### src/rtl/nmi_arbiter_pkg.sv
// Shared types and constants for the NMI arbiter: state encoding, source bit indices,
// the NMI vector address and the fixed-priority pick helper.
package nmi_arbiter_pkg;

    typedef enum logic [1:0] {
        NMI_IDLE,
        NMI_ASSERT,
        NMI_SERVICE
    } nmi_state_t;

    localparam int unsigned NMI_SRC_MAGIC = 0;
    localparam int unsigned NMI_SRC_PAUSE = 1;
    localparam int unsigned NMI_SRC_DIV   = 2;

    localparam logic [15:0] NMI_VECTOR = 16'h0066;

    // Fixed priority magic > div > pause; returns a one-hot (or zero) grant vector.
    function automatic logic [2:0] nmi_pick(input logic [2:0] req);
        nmi_pick = '0;
        if (req[NMI_SRC_MAGIC]) begin
            nmi_pick[NMI_SRC_MAGIC] = 1'b1;
        end else if (req[NMI_SRC_DIV]) begin
            nmi_pick[NMI_SRC_DIV] = 1'b1;
        end else if (req[NMI_SRC_PAUSE]) begin
            nmi_pick[NMI_SRC_PAUSE] = 1'b1;
        end
    endfunction

endpackage

### src/rtl/cpu_bus.sv
// CPU bus signals observed by bus monitors; strobes are active high in this bundle.
interface cpu_bus;
    logic        mreq;
    logic        m1;
    logic        rd;
    logic [15:0] a;

    modport mon (input mreq, input m1, input rd, input a);
    modport drv (output mreq, output m1, output rd, output a);
endinterface

### src/rtl/edge_rise.sv
// Per-bit rising-edge detector; falling edges are detected by feeding inverted inputs.
module edge_rise #(
    parameter int unsigned WIDTH = 1
) (
    input  logic             clk,
    input  logic             rst_n,
    input  logic [WIDTH-1:0] d,
    output logic [WIDTH-1:0] rise
);

    logic [WIDTH-1:0] prev;

    // History resets high so a level already present at reset release is not an edge.
    always_ff @(posedge clk or negedge rst_n) begin
        if (!rst_n) begin
            prev <= '1;
        end else begin
            prev <= d;
        end
    end

    assign rise = d & ~prev;

endmodule

### src/rtl/nmi_arbiter.sv
// Sole owner of CPU /NMI: captures three button requests, grants one per frame edge,
// holds /NMI until the 0x0066 vector fetch and tracks the handler until it exits.
module nmi_arbiter
    import nmi_arbiter_pkg::*;
#(
    parameter int unsigned TIMEOUT_W = 12,
    parameter int unsigned HOLDOFF   = 2
) (
    input  logic       clk28,
    input  logic       rst_n,
    input  logic       ck35,
    cpu_bus.mon        bus,
    input  logic       n_int,
    input  logic       n_int_next,
    input  logic       req_magic,
    input  logic       req_pause,
    input  logic       req_div,
    input  logic       magic_mode,
    input  logic       div_paged,
    output logic       n_nmi,
    output logic [2:0] nmi_grant,
    output logic       busy,
    output logic       timeout_flag,
    input  logic       timeout_clr
);

    localparam int unsigned HO_W = (HOLDOFF > 0) ? $clog2(HOLDOFF + 1) : 1;
    localparam logic [HO_W-1:0] HO_LOAD = HO_W'(HOLDOFF);
    localparam logic [TIMEOUT_W-1:0] CNT_LAST = {{(TIMEOUT_W-1){1'b1}}, 1'b0};

    nmi_state_t           state, state_n;
    logic [2:0]           pending, pending_n, pend_clr, win, magic_mask, req_rise;
    logic [2:0]           grant_n;
    logic [1:0]           fall;
    logic [TIMEOUT_W-1:0] cnt, cnt_n;
    logic [HO_W-1:0]      hold, hold_n;
    logic                 n_nmi_n, flag_n, frame_edge, ack, exit_now;

    edge_rise #(.WIDTH(3)) u_req_rise (
        .clk  (clk28),
        .rst_n(rst_n),
        .d    ({req_div, req_pause, req_magic}),
        .rise (req_rise)
    );

    edge_rise #(.WIDTH(2)) u_handler_fall (
        .clk  (clk28),
        .rst_n(rst_n),
        .d    ({~div_paged, ~magic_mode}),
        .rise (fall)
    );

    assign frame_edge = n_int & ~n_int_next;
    assign ack        = bus.m1 & bus.mreq & bus.rd & (bus.a == NMI_VECTOR);
    // Pause runs inside the magic handler, so only div exits on div_paged.
    assign exit_now   = nmi_grant[NMI_SRC_DIV] ? fall[1] : fall[0];
    assign busy       = (state != NMI_IDLE);

    always_comb begin
        magic_mask                = '0;
        magic_mask[NMI_SRC_MAGIC] = magic_mode;
    end

    always_comb begin
        state_n  = state;
        n_nmi_n  = n_nmi;
        grant_n  = nmi_grant;
        cnt_n    = cnt;
        pend_clr = '0;
        win      = '0;
        hold_n   = (frame_edge && hold != '0) ? hold - HO_W'(1) : hold;
        flag_n   = timeout_clr ? 1'b0 : timeout_flag;

        case (state)
            NMI_IDLE: begin
                if (frame_edge && hold == '0 && pending != '0) begin
                    win      = nmi_pick(pending & ~magic_mask);
                    pend_clr = win | (pending & magic_mask);
                    if (win != '0) begin
                        state_n = NMI_ASSERT;
                        n_nmi_n = 1'b0;
                        grant_n = win;
                        cnt_n   = '0;
                    end
                end
            end
            NMI_ASSERT: begin
                if (ack) begin
                    n_nmi_n = 1'b1;
                    state_n = NMI_SERVICE;
                end else if (ck35) begin
                    cnt_n = cnt + TIMEOUT_W'(1);
                    if (cnt == CNT_LAST) begin
                        n_nmi_n = 1'b1;
                        grant_n = '0;
                        flag_n  = 1'b1;
                        state_n = NMI_IDLE;
                    end
                end
            end
            NMI_SERVICE: begin
                if (exit_now) begin
                    grant_n = '0;
                    hold_n  = HO_LOAD;
                    state_n = NMI_IDLE;
                end
            end
            default: state_n = NMI_IDLE;
        endcase

        pending_n = (pending & ~pend_clr) | (req_rise & ~magic_mask);
    end

    always_ff @(posedge clk28 or negedge rst_n) begin
        if (!rst_n) begin
            state        <= NMI_IDLE;
            n_nmi        <= 1'b1;
            nmi_grant    <= '0;
            timeout_flag <= 1'b0;
            pending      <= '0;
            cnt          <= '0;
            hold         <= '0;
        end else begin
            state        <= state_n;
            n_nmi        <= n_nmi_n;
            nmi_grant    <= grant_n;
            timeout_flag <= flag_n;
            pending      <= pending_n;
            cnt          <= cnt_n;
            hold         <= hold_n;
        end
    end

endmodule

### src/flat_wrapper.sv
// flat-port wrapper written by rule: the top's interface ports become plain ports
module nmi_arbiter_flat import nmi_arbiter_pkg::*;
#(
    parameter int unsigned TIMEOUT_W = 12,
    parameter int unsigned HOLDOFF   = 2
)
  (clk28, rst_n, ck35, n_int, n_int_next, req_magic, req_pause, req_div, magic_mode, div_paged, n_nmi, nmi_grant, busy, timeout_flag, timeout_clr, bus_mreq, bus_m1, bus_rd, bus_a);
  cpu_bus bus_i ();
  input  logic clk28;
  input  logic rst_n;
  input  logic ck35;
  input  logic n_int;
  input  logic n_int_next;
  input  logic req_magic;
  input  logic req_pause;
  input  logic req_div;
  input  logic magic_mode;
  input  logic div_paged;
  output logic n_nmi;
  output logic [2:0] nmi_grant;
  output logic busy;
  output logic timeout_flag;
  input  logic timeout_clr;
  input wire logic [$bits(bus_i.mreq)-1:0] bus_mreq;
  input wire logic [$bits(bus_i.m1)-1:0] bus_m1;
  input wire logic [$bits(bus_i.rd)-1:0] bus_rd;
  input wire logic [$bits(bus_i.a)-1:0] bus_a;
  assign bus_i.mreq = bus_mreq;
  assign bus_i.m1 = bus_m1;
  assign bus_i.rd = bus_rd;
  assign bus_i.a = bus_a;
  nmi_arbiter #(.TIMEOUT_W(TIMEOUT_W), .HOLDOFF(HOLDOFF)) u_core (.clk28(clk28), .rst_n(rst_n), .ck35(ck35), .bus(bus_i), .n_int(n_int), .n_int_next(n_int_next), .req_magic(req_magic), .req_pause(req_pause), .req_div(req_div), .magic_mode(magic_mode), .div_paged(div_paged), .n_nmi(n_nmi), .nmi_grant(nmi_grant), .busy(busy), .timeout_flag(timeout_flag), .timeout_clr(timeout_clr));
endmodule
### config.mk
export PLATFORM = sky130hd
export DESIGN_NAME = nmi_arbiter_flat
export DESIGN_NICKNAME = d
export VERILOG_FILES = /design/src/rtl/nmi_arbiter_pkg.sv /design/src/rtl/cpu_bus.sv /design/src/rtl/edge_rise.sv /design/src/rtl/nmi_arbiter.sv /design/src/flat_wrapper.sv
export SDC_FILE = /design/constraint.sdc
export NUM_CORES = 1
export LEC_CHECK = 0
export CAP_MARGIN = 20
export CORE_MARGIN = 1.5
export CORE_UTILIZATION = 40
export CTS_CLUSTER_DIAMETER = 60
export DETAILED_ROUTE_END_ITERATION = 6
export GPL_TIMING_DRIVEN = 1
export SLEW_MARGIN = 20
export SYNTH_ARGS = -nofsm -noshare
export SYNTH_HDL_FRONTEND = slang
export SYNTH_SLANG_ARGS = --single-unit
### constraint.sdc
create_clock -name clk28 -period 5.8 [get_ports clk28]
set_input_delay 0.58 -clock clk28 [delete_from_list [all_inputs] [get_ports clk28]]
set_output_delay 0.58 -clock clk28 [all_outputs]
set_load 0.01 [all_outputs]
==> out/qor.yml, run 1 <==
routing:
  antenna_left: 0
  vias_per_cell: 5.78
  wl_per_cell_um: 16.3
  drc: 0
  wirelength_mm: 4.46
  drt_pre_antenna_iters: 4
  first_iter_violations: 85
  vias: 1584
clocking:
  cts-resized-gates: 0
  holdBufCountCts: 0
  cts_tree: "built"
  clk_latency_ns: 0.29
  cts_root_buf: "clkbuf_8"
  ctsHtreeMaxLevel: 2
  cts_buffers: 5
  clock-sinks: 29
  cts_setup_buffers: 0
  clk_pin_slew_ns: 0.07
  clockBufferDepth: 2
setup_path:
  ff2ff_path_depth: 6
  cp_max_fo: 7
  end_kind: "flop"
  critPathArrivalTime_ns: 2.79
  path_class: "input pin to flop"
  cp-start-kind: "input pin"
  cp.required_ns: 5.96
  worst-r2r-setup-slack_ns: 3.23
  worstReg2RegEnd: "u_core.cnt[5]"
  r2r_start: "u_core.state[1]"
die:
  die_w_um: 70.9
  initial_core_util: 0.420
  fp.coreArea_um2: 4380
  die_area_um2: 5020
  die_h_um: 70.9
  ios: 36
  row_count: 24
sta:
  slew_viol_final: 0
  setup_violations: 0
  finClkSkew_ns: 0.0101
  worst_pin_slew_ns: 0.850
  setup_ws_ns: 3.17
  period_needed_ns: 2.63
  fmax_mhz: 380
  tns_ns: 0
  rsz0062_at_grt: "false"
  period_share: 0.453
  maxSlewHeadroom: 0.433
  finalHoldViolations: 0
yosys:
  ys_ff_latch: 29
  synth.avg_cell_area_um2: 9.85
  ys_seq_area_frac: 0.398
  yosysWarnings: 0
  synth_ff_type: "dfrtp_1"
  netlist.area_leader.share: 0.313
  netlist_instances: 187
  synth-edff-count: 0
  ys_top_cells_by_area: "dfrtp_1 31%, dfstp_2 8.6%, ha_1 5.4%, nand2_1 4.3%, inv_1 3.3%"
  syn_nets: 225
  yosysMostFrequentCell: "dfrtp_1"
  synth_top_area_cell: "dfrtp_1"
  async_flop_share: 1.00
  yosys-top-cells-count: "23 x dfrtp_1, 21 x nand2_1, 16 x inv_1, 8 x ha_1"
  synthesis.area_um2: 1840
  synthDistinctLibCells: 58
power_and_ir_drop:
  switching_share: 0.371
  p_sw_uw: 348
  clkPwrFrac: 0.232
  p_seq_frac: 0.351
  vdd_drop_max_uv: 189
  pwr_density_cell_nw_per_um2: 401
  leakagePower_nw: 0.960
  comb_power_share: 0.417
  internal-power_uw: 589
place:
  placed_area_um2: 2220
  place_congestion: 0.886
  port_buffers: 35
  place_ws_ns: 2.89
  dpl.hpwl_mm: 3.25
hold_path:
  hp-class: "flop to flop"
  holdPathStages: 2
  worstHoldEndpoint: "u_core.n_nmi"
  worstHoldStart: "u_core.n_nmi"
global_route:
  grt_pass1_wl_mm: 7.58
  antenna_found_initial: 0
  grt_max_degree: 30
  grt_pass1_vias: 1648
  overflow: 0
  grt_use_total: 0.190
finish:
  post_route_cells_drive_above_1_share: 0.122
  antenna_cells: 0
  area_delta_synth_final_pct: 26.7
  fin_util: 0.532
  design_area_um2: 2330
  final_net_count: 259
flow_run:
  maxCapViolCount: 0
status:
  status: "finished, final reports clean"
## cells in the final DEF (no fill, tap or decap), types with 3 or more instances in the layout
cell type        count
mux2i_1              3
dfrtp_1             23
clkdlybuf4s50_1     35
o21ai_0              6
nor3_1               7
nor4_1               3
a31oi_1              3
dfstp_2              6
o211ai_1             3
nand2b_1             3
and3_1               3
a21oi_1              3
o311ai_0             5
nand3_1              3
mux2_1               4
ha_1                 8
clkbuf_8             6
a221o_1              5
inv_1               16
nor2_1               5
a211oi_1             4
nand2_1             21
## critical path: stages
cell and delay [ns]:
clkdlybuf4s50_1 0.61, nand3_1 0.14, or4_4 0.55, and2_4 0.19
a2111oi_4 0.35, mux2_1 0.36
## layout make-up
cell class,count,area (um2)
Sequential cell,29,733
Inverter,16,60.1
Tap cell,52,65.1
Clock inverter,1,30.0
Multi-Input combinational cell,133,1000
Fill cell,418,2050
Timing Repair Buffer,36,358
Clock buffer,7,86.3
## worst max path at each step
stage	to	start	slack, ns
5_1_grt	u_core.cnt[5]	u_core.state[1]	2.98
3_5_place_dp	u_core.cnt[3]	bus_a[13]	2.89
2_1_floorplan	u_core.state[0]	bus_a[13]	3.57
6_report	u_core.nmi_grant[1]	ck35	3.17
4_1_cts	u_core.nmi_grant[1]	ck35	3.18
3_3_place_gp	u_core.cnt[3]	bus_a[13]	2.95
## metal layers
layer,vias to the layer above,GRT usage,wire [um],part of all wire
li1,766,-,-,-
met1,778,0.240,2080,0.47
met2,29,0.319,2180,0.49
met3,11,0.0356,116,0.026
met4,0,0.0797,88,0.020
met5,-,0,0,0
## power groups by stage
stage	clock (mW)	combinational, mW	sequential [mW]
3_3_place_gp	0	0.375	0.326
4_1_cts	0.222	0.391	0.327
3_5_place_dp	0	0.389	0.331
2_1_floorplan	0	0.299	0.311
6_report	0.217	0.390	0.329
5_1_grt	0.229	0.439	0.338
## logic make-up (layout without fill, tap and decap cells)
kind of cell | count (synthesis) | count (layout) | synth area share
compound gates | 46 | 46 | 0.203
xor+xnor | 1 | 1 | 0.00476
fa+ha+maj | 8 | 8 | 0.0543
buf+inv | 25 | 60 | 0.0584
flops | 29 | 29 | 0.398
mux | 7 | 7 | 0.0408
simple gates | 71 | 71 | 0.241
## through the flow
| stage | power, mW | hold slack, ns | cells |
|---|---|---|---|
| finish | 0.936 | 0.484 | 274 |
| global route | 1.01 | 0.495 | 274 |
| CTS | 0.940 | 0.482 | 274 |
| detailed placement | 0.720 | 0.474 | 266 |
| global placement | 0.701 | 0.459 | 266 |
| floorplan | 0.610 | 0.284 | 187 |
## state kept, by name, summed over array words and instances, names as in the netlist
name,cells
u_core.n_nmi,1
u_core.pending,3
u_core.cnt,12
u_core.hold,2
u_core.timeout_flag,1
u_core.u_req_rise.prev,3
u_core.state,2
u_core.nmi_grant,3
u_core.u_handler_fall.prev,2
Note: power is estimated with default switching activity, not from simulation.
==> run 2: changes to the inputs <==
--- a/config.mk
+++ b/config.mk
@@ -11,6 +11,7 @@
 export CTS_CLUSTER_DIAMETER = 60
 export DETAILED_ROUTE_END_ITERATION = 6
 export GPL_TIMING_DRIVEN = 1
+export PLACE_DENSITY = 0.67
 export SLEW_MARGIN = 20
 export SYNTH_ARGS = -nofsm -noshare
 export SYNTH_HDL_FRONTEND = slang
==> constraint.sdc (replaced) <==
create_clock -name clk28 -period 2.21 [get_ports clk28]
set_input_delay 0.221 -clock clk28 [delete_from_list [all_inputs] [get_ports clk28]]
set_output_delay 0.221 -clock clk28 [all_outputs]
set_load 0.01 [all_outputs]
==> out/qor.yml, run 2 (synthesized netlist as in run 1, its figures left out) <==
clocking:
  cts_tree: "built"  # unchanged
  cts_root_buf: "clkbuf_8"  # unchanged
  ctsHtreeMaxLevel: 2  # unchanged
  clk_latency_ns: 0.29  # about the same
  cts_buffers: 5  # unchanged
  holdBufCountCts: 0  # unchanged
  clockBufferDepth: 2  # unchanged
  clk_pin_slew_ns: 0.06  # was 0.07 ns
  cts_setup_buffers: 0  # unchanged
  clock-sinks: 29  # unchanged
flow_run:
  maxCapViolCount: 0  # unchanged
finish:
  mostFrequentLayoutCell: "clkdlybuf4s50_1"  # unchanged
  final_cell_mix: "35 x clkdlybuf4s50_1, 29 x buf_4, 23 x dfrtp_1"  # was 35 x clkdlybuf4s50_1, 23 x dfrtp_1, 21 x nand2_1
  post_route_cells_drive_above_1_share: 0.236  # was 0.122
  fin_util: 0.585  # was 0.532
  largest_register_ffs: 12  # unchanged
  antenna_cells: 0  # unchanged
  final_cells: 302  # was 274
  area_delta_synth_final_pct: 39.3  # was 26.7%
  top_register: "u_core.cnt"  # unchanged
  design_area_um2: 2560  # was 2330 um2
  final_net_count: 287  # was 259
setup_path:
  cpMaxStageDelayCell: "or4_4"  # was clkdlybuf4s50_1
  cp-start-kind: "flop"  # was input pin
  worstPathCellList: "inv_1 > ha_1 > nand2_1 > or4_4 > and2_4 > a2111oi_4 > mux2_1"  # was clkdlybuf4s50_1 > nand3_1 > or4_4 > and2_4 > a2111oi_4 > mux2_1
  cp.required_ns: 2.38  # was 5.96 ns
  cp_max_fo: 3  # was 7
  critPathArrivalTime_ns: 2.28  # was 2.79 ns
  cp-startpoint: "u_core.cnt[0]"  # was ck35
  cp_slowest_stage_delay_ns: 0.43  # was 0.61 ns
  r2r_start: "u_core.cnt[0]"  # was u_core.state[1]
  end_kind: "flop"  # unchanged
  crit_buf_inv: 1  # unchanged
  crit_family: "simple AND/OR/NAND/NOR gates"  # unchanged
  path_class: "flop to flop"  # was input pin to flop
sta:
  fmax_mhz: 473
  period_share: 0.957
  finClkSkew_ns: 0.00965  # was 0.0101 ns
  worst_pin_slew_ns: 0.368  # was 0.850 ns
  finalHoldViolations: 0  # unchanged
  setup_violations: 0  # unchanged
  rsz0062_at_grt: "false"  # unchanged
  fin_hold_ws_ns: 0.309  # was 0.484 ns
  period_needed_ns: 2.12
  tns_ns: 0  # unchanged
  slew_viol_final: 0  # unchanged
  maxSlewHeadroom: 0.755  # was 0.433
place:
  port_buffers: 35  # unchanged
  placed_cells: 294  # was 266
  dpl.hpwl_mm: 3.36  # was 3.25 mm
  placed_area_um2: 2430  # was 2220 um2
  place_congestion: 0.845  # was 0.886
hold_path:
  hp-class: "input pin to asynchronous set/reset pin"  # was flop to flop
die:
  row_count: 24  # unchanged
  initial_core_util: 0.420  # unchanged
  die_area_um2: 5020  # unchanged
  ios: 36  # unchanged
  die_h_um: 70.9  # unchanged
  die_w_um: 70.9  # unchanged
  fp.coreArea_um2: 4380  # unchanged
status:
  status: "finished, final reports clean"  # unchanged
routing:
  wl_per_cell_um: 14.8  # was 16.3 um
  drc: 0  # unchanged
  vias: 1670  # was 1584
  wirelength_mm: 4.47  # was 4.46 mm
  first_iter_violations: 74  # was 85
  drt_pre_antenna_iters: 4  # unchanged
  antenna_left: 0  # unchanged
  vias_per_cell: 5.53  # was 5.78
global_route:
  grt_max_degree: 30  # unchanged
  antenna_found_initial: 0  # unchanged
  grt_pass1_wl_mm: 7.67  # was 7.58 mm
  grt_use_total: 0.193  # was 0.190
  grt_pass1_vias: 1653  # was 1648
  overflow: 0  # unchanged
power_and_ir_drop:
  leakagePower_nw: 1.10  # was 0.960 nW
  vdd_drop_max_uv: 492  # was 189 uV
  pwr_density_cell_nw_per_um2: 1040  # was 401 nW/um2
-- run 2: cell types whose count changed in the layout (fill, tap and decap cells not counted) --
cell / change
nor4_2: +1
o22ai_2: +1
buf_4: +28
nand3_2: +1
clkbuf_1: -1
o311ai_1: +1
o311ai_0: -1
clkinvlp_4: +1
o22ai_1: -1
nor4_1: -1
nand3_1: -1
-- run 2: worst paths after layout --
path,to,slack (ns),cells past startpoint
setup reg to reg,u_core.nmi_grant[2],0.09,7
min in group clk28,u_core.u_req_rise.prev[0],0.36,1
hold reg to reg,u_core.n_nmi,0.48,2
max in group asynchronous,u_core.u_req_rise.prev[2],1.58,2
hold / removal,u_core.cnt[4],0.31,2
setup / recovery,u_core.nmi_grant[2],0.09,7
-- run 2: cell type report --
class / count / area [um2]
flip-flops and latches: 29 / 733
clock inverters: 2 / 37.5
fillers: 385 / 1820
well taps: 52 / 65.1
multi-input cells: 133 / 1020
clock buffers: 6 / 82.6
repair buffers: 64 / 568
inverters: 16 / 60.1
-- run 2: layer usage --
layer	wire, um	GRT usage
met2	2090	0.300
met3	174	0.0442
met5	0	0
met4	84	0.0818
met1	2120	0.261
-- run 2: metrics by stage --
step | setup slack, ns | power, mW
after global routing | 0.0185 | 2.87
after floorplan | 0.180 | 1.60
after CTS | 0.0809 | 2.67
after global placement | -0.159 | 2.05
after detailed placement | -0.181 | 2.08
final | 0.0946 | 2.68
-- run 2: where the power goes --
group / switching, mW / internal [mW]
Clock: 0.217 / 0.366
Sequential: 0.131 / 0.691
Combinational: 0.619 / 0.653
-- run 2: repair_timing --
action / CTS / global route
hold endpoints to repair: 0 / 0
setup endpoints to repair: 0 / 4
gates resized for setup: 0 / 4
==> run 3: changes to the inputs <==
--- a/config.mk
+++ b/config.mk
@@ -9,8 +9,10 @@
 export CORE_MARGIN = 1.5
 export CORE_UTILIZATION = 40
 export CTS_CLUSTER_DIAMETER = 60
+export CTS_CLUSTER_SIZE = 24
 export DETAILED_ROUTE_END_ITERATION = 6
 export GPL_TIMING_DRIVEN = 1
+export HOLD_SLACK_MARGIN = 0.02
 export PLACE_DENSITY = 0.67
 export SLEW_MARGIN = 20
 export SYNTH_ARGS = -nofsm -noshare
==> results of run 3 <==
The final DEF is identical to that of run 2; final timing and power are the same.
